<file path="config.mk">
export PLATFORM = sky130hd
export DESIGN_NAME = id_ex_stage_reg
export DESIGN_NICKNAME = d
export VERILOG_FILES = /design/src/rtl/id_ex_stage_reg.sv
export SDC_FILE = /design/constraint.sdc
export NUM_CORES = 1
export LEC_CHECK = 0
export CORE_MARGIN = 2
export CORE_UTILIZATION = 37
export DETAILED_ROUTE_END_ITERATION = 7
export PLACE_DENSITY = 0.78
export SLEW_MARGIN = 10
export SYNTH_ARGS = -nofsm -noshare
export SYNTH_HDL_FRONTEND = slang
export SYNTH_SLANG_ARGS = --single-unit
</file>
<file path="constraint.sdc">
create_clock -name clk -period 2.5 [get_ports clk]
set_input_delay 0.375 -clock clk [delete_from_list [all_inputs] [get_ports clk]]
set_output_delay 0.375 -clock clk [all_outputs]
set_load 0.01 [all_outputs]
</file>
<file path="src/rtl/id_ex_stage_reg.sv">
// id_ex_stage_reg: ID/EX pipeline register for the 5-stage MIPS pipeline.
// Captures the ID control bundle and operand/field data, detects load-use
// and JR/JALR dependencies, stalls IF/ID and inserts bubbles into EX.
// Honours a branch flush from MEM and a global step enable from debug.
module id_ex_stage_reg #(
  parameter int          B               = 32,
  parameter int          W               = 5,
  // Reset value of bubble_count; 0 in normal use.
  parameter logic [15:0] BUBBLE_CNT_INIT = 16'h0000
) (
  input  logic         clk,
  input  logic         rst_n,
  input  logic         ena,
  input  logic         flush,
  input  logic         id_valid,
  input  logic         id_wb_RegWrite,
  input  logic         id_wb_MemtoReg,
  input  logic         id_m_Jump,
  input  logic         id_m_Branch,
  input  logic         id_m_BranchNot,
  input  logic         id_m_MemRead,
  input  logic         id_m_MemWrite,
  input  logic         id_ex_RegDst,
  input  logic         id_ex_ALUSrc,
  input  logic [5:0]   id_ex_ALUOp,
  input  logic         id_jr_jalr,
  input  logic [B-1:0] id_pc_next,
  input  logic [B-1:0] id_rs_data,
  input  logic [B-1:0] id_rt_data,
  input  logic [B-1:0] id_imm,
  input  logic [W-1:0] id_rs,
  input  logic [W-1:0] id_rt,
  input  logic [W-1:0] id_rd,
  input  logic [W-1:0] id_shamt,
  output logic         ex_wb_RegWrite,
  output logic         ex_wb_MemtoReg,
  output logic         ex_m_Jump,
  output logic         ex_m_Branch,
  output logic         ex_m_BranchNot,
  output logic         ex_m_MemRead,
  output logic         ex_m_MemWrite,
  output logic         ex_ex_RegDst,
  output logic         ex_ex_ALUSrc,
  output logic [5:0]   ex_ex_ALUOp,
  output logic         ex_jr_jalr,
  output logic [B-1:0] ex_pc_next,
  output logic [B-1:0] ex_rs_data,
  output logic [B-1:0] ex_rt_data,
  output logic [B-1:0] ex_imm,
  output logic [W-1:0] ex_rs,
  output logic [W-1:0] ex_rt,
  output logic [W-1:0] ex_rd,
  output logic [W-1:0] ex_shamt,
  output logic         ex_valid,
  output logic [W-1:0] ex_dest,
  output logic         stall,
  output logic [15:0]  bubble_count
);

  // Control bundle bit positions (packed so a bubble clears it in one go).
  localparam int CW            = 16;
  localparam int C_REGWRITE    = 15;
  localparam int C_MEMTOREG    = 14;
  localparam int C_JUMP        = 13;
  localparam int C_BRANCH      = 12;
  localparam int C_BRANCHNOT   = 11;
  localparam int C_MEMREAD     = 10;
  localparam int C_MEMWRITE    = 9;
  localparam int C_REGDST      = 8;
  localparam int C_ALUSRC      = 7;
  localparam int C_ALUOP_HI    = 6;
  localparam int C_ALUOP_LO    = 1;
  localparam int C_JR          = 0;

  typedef enum logic [0:0] {
    ST_RUN     = 1'b0,
    ST_JR_WAIT = 1'b1
  } state_t;

  state_t        r_state;
  state_t        w_state_nxt;
  logic [CW-1:0] w_id_ctrl;
  logic [CW-1:0] r_ctrl;
  logic          r_valid;
  logic [B-1:0]  r_pc_next;
  logic [B-1:0]  r_rs_data;
  logic [B-1:0]  r_rt_data;
  logic [B-1:0]  r_imm;
  logic [W-1:0]  r_rs;
  logic [W-1:0]  r_rt;
  logic [W-1:0]  r_rd;
  logic [W-1:0]  r_shamt;
  logic [15:0]   r_bubble_count;
  logic [W-1:0]  w_dest;
  logic          w_gate;
  logic          w_lu;
  logic          w_jd;
  logic          w_bubble;
  logic          w_stall;

  assign w_id_ctrl = {id_wb_RegWrite, id_wb_MemtoReg, id_m_Jump, id_m_Branch,
                      id_m_BranchNot, id_m_MemRead, id_m_MemWrite, id_ex_RegDst,
                      id_ex_ALUSrc, id_ex_ALUOp, id_jr_jalr};

  // Hazard detection: load-use and JR/JALR-on-pending-write, $0 never hazards.
  always_comb begin
    w_dest = r_ctrl[C_REGDST] ? r_rd : r_rt;
    w_gate = r_valid & id_valid;
    w_lu   = 1'b0;
    w_jd   = 1'b0;
    if (w_gate) begin
      w_lu = r_ctrl[C_MEMREAD] & (r_rt != {W{1'b0}}) &
             ((r_rt == id_rs) | (r_rt == id_rt));
      w_jd = id_jr_jalr & r_ctrl[C_REGWRITE] & (w_dest != {W{1'b0}}) &
             (w_dest == id_rs);
    end else begin
      w_lu = 1'b0;
      w_jd = 1'b0;
    end
  end

  // Next-state / bubble decision; a JR behind a load needs two bubbles.
  always_comb begin
    w_state_nxt = ST_RUN;
    w_bubble    = 1'b0;
    w_stall     = 1'b0;
    case (r_state)
      ST_RUN: begin
        if (w_lu || w_jd) begin
          w_bubble = 1'b1;
          w_stall  = 1'b1;
          if (w_jd && r_ctrl[C_MEMREAD]) begin
            w_state_nxt = ST_JR_WAIT;
          end else begin
            w_state_nxt = ST_RUN;
          end
        end else begin
          w_bubble    = 1'b0;
          w_stall     = 1'b0;
          w_state_nxt = ST_RUN;
        end
      end
      ST_JR_WAIT: begin
        w_bubble    = 1'b1;
        w_stall     = 1'b1;
        w_state_nxt = ST_RUN;
      end
      default: begin
        w_bubble    = 1'b0;
        w_stall     = 1'b0;
        w_state_nxt = ST_RUN;
      end
    endcase
  end

  // A flush squashes the front end anyway, so no stall is requested then.
  assign stall = w_stall & ~flush;

  // Control bundle and valid bit: cleared on flush/bubble or invalid ID.
  always_ff @(posedge clk or negedge rst_n) begin
    if (!rst_n) begin
      r_ctrl  <= {CW{1'b0}};
      r_valid <= 1'b0;
    end else if (flush) begin
      r_ctrl  <= {CW{1'b0}};
      r_valid <= 1'b0;
    end else if (!ena) begin
      r_ctrl  <= r_ctrl;
      r_valid <= r_valid;
    end else if (w_bubble) begin
      r_ctrl  <= {CW{1'b0}};
      r_valid <= 1'b0;
    end else begin
      r_ctrl  <= id_valid ? w_id_ctrl : {CW{1'b0}};
      r_valid <= id_valid;
    end
  end

  // Data/field registers load whenever the stage steps (content is don't-care in a bubble).
  always_ff @(posedge clk or negedge rst_n) begin
    if (!rst_n) begin
      r_pc_next <= {B{1'b0}};
      r_rs_data <= {B{1'b0}};
      r_rt_data <= {B{1'b0}};
      r_imm     <= {B{1'b0}};
      r_rs      <= {W{1'b0}};
      r_rt      <= {W{1'b0}};
      r_rd      <= {W{1'b0}};
      r_shamt   <= {W{1'b0}};
    end else if (flush || ena) begin
      r_pc_next <= id_pc_next;
      r_rs_data <= id_rs_data;
      r_rt_data <= id_rt_data;
      r_imm     <= id_imm;
      r_rs      <= id_rs;
      r_rt      <= id_rt;
      r_rd      <= id_rd;
      r_shamt   <= id_shamt;
    end else begin
      r_pc_next <= r_pc_next;
      r_rs_data <= r_rs_data;
      r_rt_data <= r_rt_data;
      r_imm     <= r_imm;
      r_rs      <= r_rs;
      r_rt      <= r_rt;
      r_rd      <= r_rd;
      r_shamt   <= r_shamt;
    end
  end

  // FSM state: flush forces RUN, disabled step holds.
  always_ff @(posedge clk or negedge rst_n) begin
    if (!rst_n) begin
      r_state <= ST_RUN;
    end else if (flush) begin
      r_state <= ST_RUN;
    end else if (!ena) begin
      r_state <= r_state;
    end else begin
      r_state <= w_state_nxt;
    end
  end

  // Saturating bubble counter; flushes are not counted.
  always_ff @(posedge clk or negedge rst_n) begin
    if (!rst_n) begin
      r_bubble_count <= BUBBLE_CNT_INIT;
    end else if (flush || !ena) begin
      r_bubble_count <= r_bubble_count;
    end else if (w_bubble && (r_bubble_count != 16'hFFFF)) begin
      r_bubble_count <= r_bubble_count + 16'd1;
    end else begin
      r_bubble_count <= r_bubble_count;
    end
  end

  assign ex_wb_RegWrite = r_ctrl[C_REGWRITE];
  assign ex_wb_MemtoReg = r_ctrl[C_MEMTOREG];
  assign ex_m_Jump      = r_ctrl[C_JUMP];
  assign ex_m_Branch    = r_ctrl[C_BRANCH];
  assign ex_m_BranchNot = r_ctrl[C_BRANCHNOT];
  assign ex_m_MemRead   = r_ctrl[C_MEMREAD];
  assign ex_m_MemWrite  = r_ctrl[C_MEMWRITE];
  assign ex_ex_RegDst   = r_ctrl[C_REGDST];
  assign ex_ex_ALUSrc   = r_ctrl[C_ALUSRC];
  assign ex_ex_ALUOp    = r_ctrl[C_ALUOP_HI:C_ALUOP_LO];
  assign ex_jr_jalr     = r_ctrl[C_JR];
  assign ex_pc_next     = r_pc_next;
  assign ex_rs_data     = r_rs_data;
  assign ex_rt_data     = r_rt_data;
  assign ex_imm         = r_imm;
  assign ex_rs          = r_rs;
  assign ex_rt          = r_rt;
  assign ex_rd          = r_rd;
  assign ex_shamt       = r_shamt;
  assign ex_valid       = r_valid;
  assign ex_dest        = w_dest;
  assign bubble_count   = r_bubble_count;

endmodule
</file>
Yosys cells after proc, flatten, opt, wreduce, memory -nomap -nowiden
Index checks and enable logic that the tools add are counted.
{ "totals": {"input_bits": 169, "word_cells": 55, "output_inout_bits": 187, "latch_bits": 0, "reg_bits": 182, "mem_bits_ro": 0, "ramBits": 0, "mem_count": 0} }
{ "op_classes": {"shifts": 0, "n_mux": 17, "bitwise_logic": 11, "magnitude_cmp": 0, "div": 0, "multipliers": 0, "n_eq_ne": 4, "n_reduce_logical": 10, "add_sub_neg": 1} }
{ "ops": {"columns": ["op", "n"], "rows": [
  ["2-to-1 mux 16 bit", 4],
  ["adder 16 x 1 -> 16 bit, second input constant", 1],
  ["inequality test 16 bit, second input constant", 1],
  ["equality test 5 bit", 3],
  ["2-to-1 mux 1 bit", 10],
  ["nonzero test 5 bit", 2],
  ["AND 1 bit", 7],
  ["2-to-1 mux 5 bit", 1],
  ["one-hot mux 1 bit (2 select lines)", 2],
  ["logical OR 1 bit", 3],
  ["NOT 1 bit", 3],
  ["logical AND 1 bit", 2],
  ["AND reduction 2 bit", 1],
  ["nonzero test 2 bit", 1],
  ["zero test 1 bit", 1],
  ["OR 1 bit", 1]
]} }

Logic depth before layout (Yosys ltp)
{ "logic_depth": {"ltp_word": 11, "mapped_depth": 9, "depth_no_buf": 8} }

Worst setup path before layout
OpenSTA, ideal clock, no wires.
{ "synth_path": {"path_type": "register to register", "startpoint": "register r_ctrl[8]", "endpoint": "register r_bubble_count[1] (netlist: bubble_count[1])", "setup_slack_ns": 0.090, "t_required_ns": 2.375, "stages_incl_launch_ff": 9, "arrival_ns": 2.285, "n_path_buf": 2, "path_cell_list": "dfrtp_1 -> buf_6 -> mux2_4 -> or3_1 -> a211o_1 -> nor4_4 -> o21ai_2 -> buf_6 -> mux2_2"} }
{ "synth_between": {"elab_chain_len": 10, "elab_cells_between_ends": 11} }
{ "synth_lines": {"columns": ["element", "line_no", "rtl"], "rows": [
  ["start: declaration", "83", "logic [CW-1:0] r_ctrl;"],
  ["start signal: assignment", "162", "r_ctrl <= {CW{1'b0}};"],
  ["start signal: assignment", "165", "r_ctrl <= {CW{1'b0}};"],
  ["start signal: assignment", "168", "r_ctrl <= r_ctrl;"],
  ["2-to-1 mux 5 bit (*)", "107", "w_dest = r_ctrl[C_REGDST] ? r_rd : r_rt;"],
  ["named net ex_dest[4]", "55", "output logic [W-1:0] ex_dest,"],
  ["nonzero test 5 bit", "114", "w_jd = id_jr_jalr & r_ctrl[C_REGWRITE] & (w_dest != {W{1'b0}}) &"],
  ["AND 1 bit", "114", null],
  ["AND 1 bit (*)", "114", null],
  ["2-to-1 mux 1 bit (*)", "111", "if (w_gate) begin"],
  ["logical OR 1 bit (*)", "129", "if (w_lu || w_jd) begin"],
  ["2-to-1 mux 1 bit (*)", "129", null],
  ["one-hot mux 1 bit (2 select lines) (*)", "127", "case (r_state)"],
  ["logical AND 1 bit (*)", "230", "end else if (w_bubble && (r_bubble_count != 16'hFFFF)) begin"],
  ["AND reduction 2 bit (no source line) (*)", null, null],
  ["end signal: assignment", "229", "r_bubble_count <= r_bubble_count;"],
  ["end signal: assignment", "231", "r_bubble_count <= r_bubble_count + 16'd1;"],
  ["end signal: assignment", "233", "r_bubble_count <= r_bubble_count;"],
  ["end: declaration", "93", "logic [15:0] r_bubble_count;"]
]} }
The timed path passes the listed nets; every way through them passes the cells marked *.
A chain may end at the register's enable or synchronous reset.

Worst setup path in the final report
{ "layout_path": {"startpoint": "register r_ctrl[8]", "endpoint": "output stall"} }
{ "layout_between": {"elab_chain_len": 9, "elab_cells_between_ends": 10} }
{ "layout_lines": {"columns": ["element", "line_no", "rtl"], "rows": [
  ["2-to-1 mux 5 bit (*)", "107", null],
  ["nonzero test 5 bit", "114", null],
  ["AND 1 bit", "114", null],
  ["AND 1 bit (*)", "114", null],
  ["2-to-1 mux 1 bit (*)", "111", null],
  ["logical OR 1 bit (*)", "129", null],
  ["2-to-1 mux 1 bit (*)", "129", null],
  ["one-hot mux 1 bit (2 select lines) (*)", "127", null],
  ["AND 1 bit (*)", "157", "assign stall = w_stall & ~flush;"],
  ["end: declaration", "56", "output logic stall,"]
]} }
Every way passes the cells marked *; elsewhere a longest branch is shown, timed or not.

==> results.yml <==
synthesis:
  post_synth.cell_area_avg_sq_um: 15.4
  synth.yosys.warnings: 0
  synth_area_leaders: "sky130_fd_sc_hd__dfrtp_1 (64%), sky130_fd_sc_hd__mux2_2 (24%), sky130_fd_sc_hd__xor2_1 (3.1%)"
  synthesized_flop_and_latch_total: 182
  combinational_family_with_the_most_area_after_synthesis: "multiplexers"
  synthesis.nets: 636
  synth_fa_ha_area_share_pct: 0.175
  asyncSetResetFlopFracSynth_pct: 100
  synth_top_area_share_pct: 63.5
  synthTopCellsByCount: "sky130_fd_sc_hd__dfrtp_1 (182), sky130_fd_sc_hd__mux2_2 (153), sky130_fd_sc_hd__xor2_1 (25)"
  multiplexer_area_fraction_after_synthesis_pct: 24.2
  synth_area_sq_um: 7170
  netlist-cell-type-count: 36
  synth_simple_gate_area_share_pct: 4.05
  synth_xor_xnor_area_share_pct: 3.54
  synth_flop_cell: "sky130_fd_sc_hd__dfrtp_1"
  proportion_of_synthesized_chip_area_in_sequential_cells_pct: 63.5
  synth-compound-area-share_pct: 2.91
  synth_enable_flop_cells: 0
  synth.most_common_cell: "sky130_fd_sc_hd__dfrtp_1"
  synthesis.instances: 466
  post-synth-top-area-cell: "sky130_fd_sc_hd__dfrtp_1"
routing:
  route.vias.total: 5347
  route.detailed.vias_per_inst: 4.75
  drt.antenna.violating_nets: 0
  routed_wire_length_per_instance_microns: 17.8
  wirelength_microns: 20000
  drcViolationCount: 0
  initialDrtViolationCount: 141
  detailedRoute.firstPassIterationCount: 4
clock_network:
  tritoncts_clock_tree: "built"
  clock_tree.buffer_depth: 2
  cell_at_the_root_of_the_clock_tree: "sky130_fd_sc_hd__clkbuf_16"
  clkSinkCount: 182
  cts_max_level: 4
  total_cts_buffers: 17
  clock_latency_reported_for_the_late_side_of_the_worst_skew_pair_ns: 0.43
  clk_transition_reported_paths_ns: 0.06
floorplanning:
  fp-row-count: 50
  die_width_microns: 143
  die-area_sq_um: 20500
  core_area_sq_um: 18800
  die_height_microns: 143
  top_level_ports: 356
  floorplan.initialDensity_pct: 38.1
place:
  dp_worst_setup_slack_ns: -0.419
  postPlaceCellArea_sq_um: 11300
  gpl.final_weighted_congestion: 0.805
  dpl.hpwl_microns: 15000
  numPortBuffers: 355
setup_path:
  timing_worst_setup_path_type: "reg -> out"
  path_max_fanout: 2
  cp-start-kind: "flip-flop"
  cp_data_arrival_time_ns: 2.25
  setup.worst_path.end_class: "output port"
  critPathRequiredTime_ns: 2.12
outcome:
  status: "complete, but fails checks"
  violated_checks: "setup timing"
job:
  cap_viol_max_count: 0
pwr:
  p_switching_uw: 1780
  static-leakage-power_uw: 0.00498
  register_share_of_total_power_pct: 44.9
  cellInternalPower_uw: 5500
  total_power_uw: 7280
  clockPowerShare_pct: 36.7
  power_per_cell_area_nw_per_um2: 610
  switching_share_pct: 24.4
  power.share.combinational_pct: 18.4
  vdd_drop_max_v: 0.000462
layout:
  n_antenna_cell: 0
  syn2layout_area_growth_pct: 66.4
  design.final.nets: 1024
  final_core_util_pct: 63.4
  stdcell_area_sq_um: 11900
  post_route_cells_drive_above_1_share_pct: 27.0
  n_fill_cell: 1444
sta:
  worst_slew_pin_slew_ns: 0.702
  slew_headroom_pct: 53.2
  final.setup.worst_slack_ns: -0.128
  maxClockFrequency_mhz: 381
  setup_violations: 1
  finalWorstPathRequiredPeriod_ns: 2.63
  hold-worst-slack_ns: 0.487
  worst_skew_ns: 0.0145
  final-hold-violation-count: 0
  final_min_period_over_clock_period_pct: 105
  unrepaired_setup_endpoints_after_global_routing: "true"
  timing_max_transition_violations_final: 0
grt:
  initial_antenna_violation_count: 0
  grt_overflow: 0
  first_global_vias: 5855
  grt_start_max_net_pins: 70
  grt_pass1_wl_microns: 30800
  globalRouteTotalUtil_pct: 19.7
min_path:
  min_path_type: "reg -> reg"
[what timing repair did]
| item | CTS | global route |
|---|---|---|
| buffers inserted | 2 | 2 |
| gates resized for setup | 4 | 10 |
| hold endpoints to repair | 41 | 0 |
| endpoints found under the setup margin | 17 | 13 |
| pin swaps | 2 | 9 |
| hold buffers | 1 | 0 |
[cells by family after synthesis]
logic type / Yosys count
DFF: 182
buffers and inverters: 25
xor gates and xnor gates: 29
muxes: 154
adders and majority gates: 1
AOI/OAI and AO/OA: 25
and+or+nand+nor: 50
[flip-flops by register name, indices dropped and copies added, names as in the netlist]
register,count
ex_imm,32
ex_pc_next,32
ex_rs_data,32
ex_rt_data,32
bubble_count,16
r_ctrl,16
ex_rd,5
ex_rs,5
ex_rt,5
ex_shamt,5
ex_valid,1
r_state,1
[power by group through the flow]
stage	clock [uW]	sequential, uW	combinational, uW
6_report	2670	3270	1340
5_1_grt	2880	3300	1430
2_1_floorplan	0	3420	321
3_5_place_dp	0	3330	1350
3_3_place_gp	0	3310	1340
4_1_cts	2740	3270	1360
[worst max-delay path, cell delays in order (launching register included)]
cell                      delay [ns]
sky130_fd_sc_hd__dfrtp_1        0.39
sky130_fd_sc_hd__mux2_4         0.31
sky130_fd_sc_hd__or3_1          0.30
sky130_fd_sc_hd__a211o_1        0.33
sky130_fd_sc_hd__nor4_4         0.20
sky130_fd_sc_hd__nor2_2         0.06
sky130_fd_sc_hd__nor2_1         0.10
sky130_fd_sc_hd__buf_2          0.15
[final cells by class]
class / instances / area (sq um) / share of cell area [%]
Clock buffer: 19 / 433 / 3.63
Clock inverter: 12 / 144 / 1.21
Inverter: 4 / 15.0 / 0.126
Multi-Input combinational cell: 259 / 2570 / 21.6
Sequential cell: 182 / 4550 / 38.2
Tap cell: 260 / 325 / 2.73
Timing Repair Buffer: 390 / 3880 / 32.6
[layout by cell type, fill, tap and decap left out, types with 5 or more instances in the layout]
cell type | netlist | layout
sky130_fd_sc_hd__clkdlybuf4s50_1 | 0 | 353
sky130_fd_sc_hd__dfrtp_1 | 182 | 182
sky130_fd_sc_hd__mux2_2 | 153 | 153
sky130_fd_sc_hd__buf_4 | 0 | 27
sky130_fd_sc_hd__xor2_1 | 25 | 25
sky130_fd_sc_hd__clkbuf_16 | 0 | 17
sky130_fd_sc_hd__a22o_1 | 15 | 15
sky130_fd_sc_hd__nor2_1 | 14 | 12
sky130_fd_sc_hd__nand2_1 | 6 | 6
sky130_fd_sc_hd__nand3_1 | 6 | 6
sky130_fd_sc_hd__buf_12 | 0 | 5
[path summary, 6_finish.rpt]
kind | from | to | slack, ns | cells after the start
setup / recovery | r_ctrl[8]$_DFFE_PN0P_ | stall | -0.13 | 7
hold / removal | bubble_count[9]$_DFFE_PN0P_ | bubble_count[9]$_DFFE_PN0P_ | 0.49 | 1
setup reg to reg | r_ctrl[8]$_DFFE_PN0P_ | bubble_count[11]$_DFFE_PN0P_ | 0.13 | 9
min in group asynchronous | rst_n | bubble_count[0]$_DFFE_PN0P_ | 0.56 | 2
hold reg to reg | bubble_count[9]$_DFFE_PN0P_ | bubble_count[9]$_DFFE_PN0P_ | 0.49 | 1
max in group asynchronous | rst_n | ex_pc_next[3]$_DFFE_PN0P_ | 1.21 | 3
[metrics by stage]
step,cells,setup TNS [ns]
after floorplan,466,0
after global placement,1090,-7.38
after global routing,1126,-0.326
final,1126,-0.128
after detailed placement,1090,-8.53
after CTS,1124,-0.230
[per-layer routing]
layer / share of wire (%) / vias to the layer above / GRT usage [%]
li1: - / 2428 / -
met3: 9.6 / 32 / 9.05
met5: 0 / - / 0
met4: 2.3 / 0 / 6.41
met1: 37 / 2658 / 22.0
met2: 51 / 229 / 33.3
Note: power is estimated with default switching activity, not from simulation.
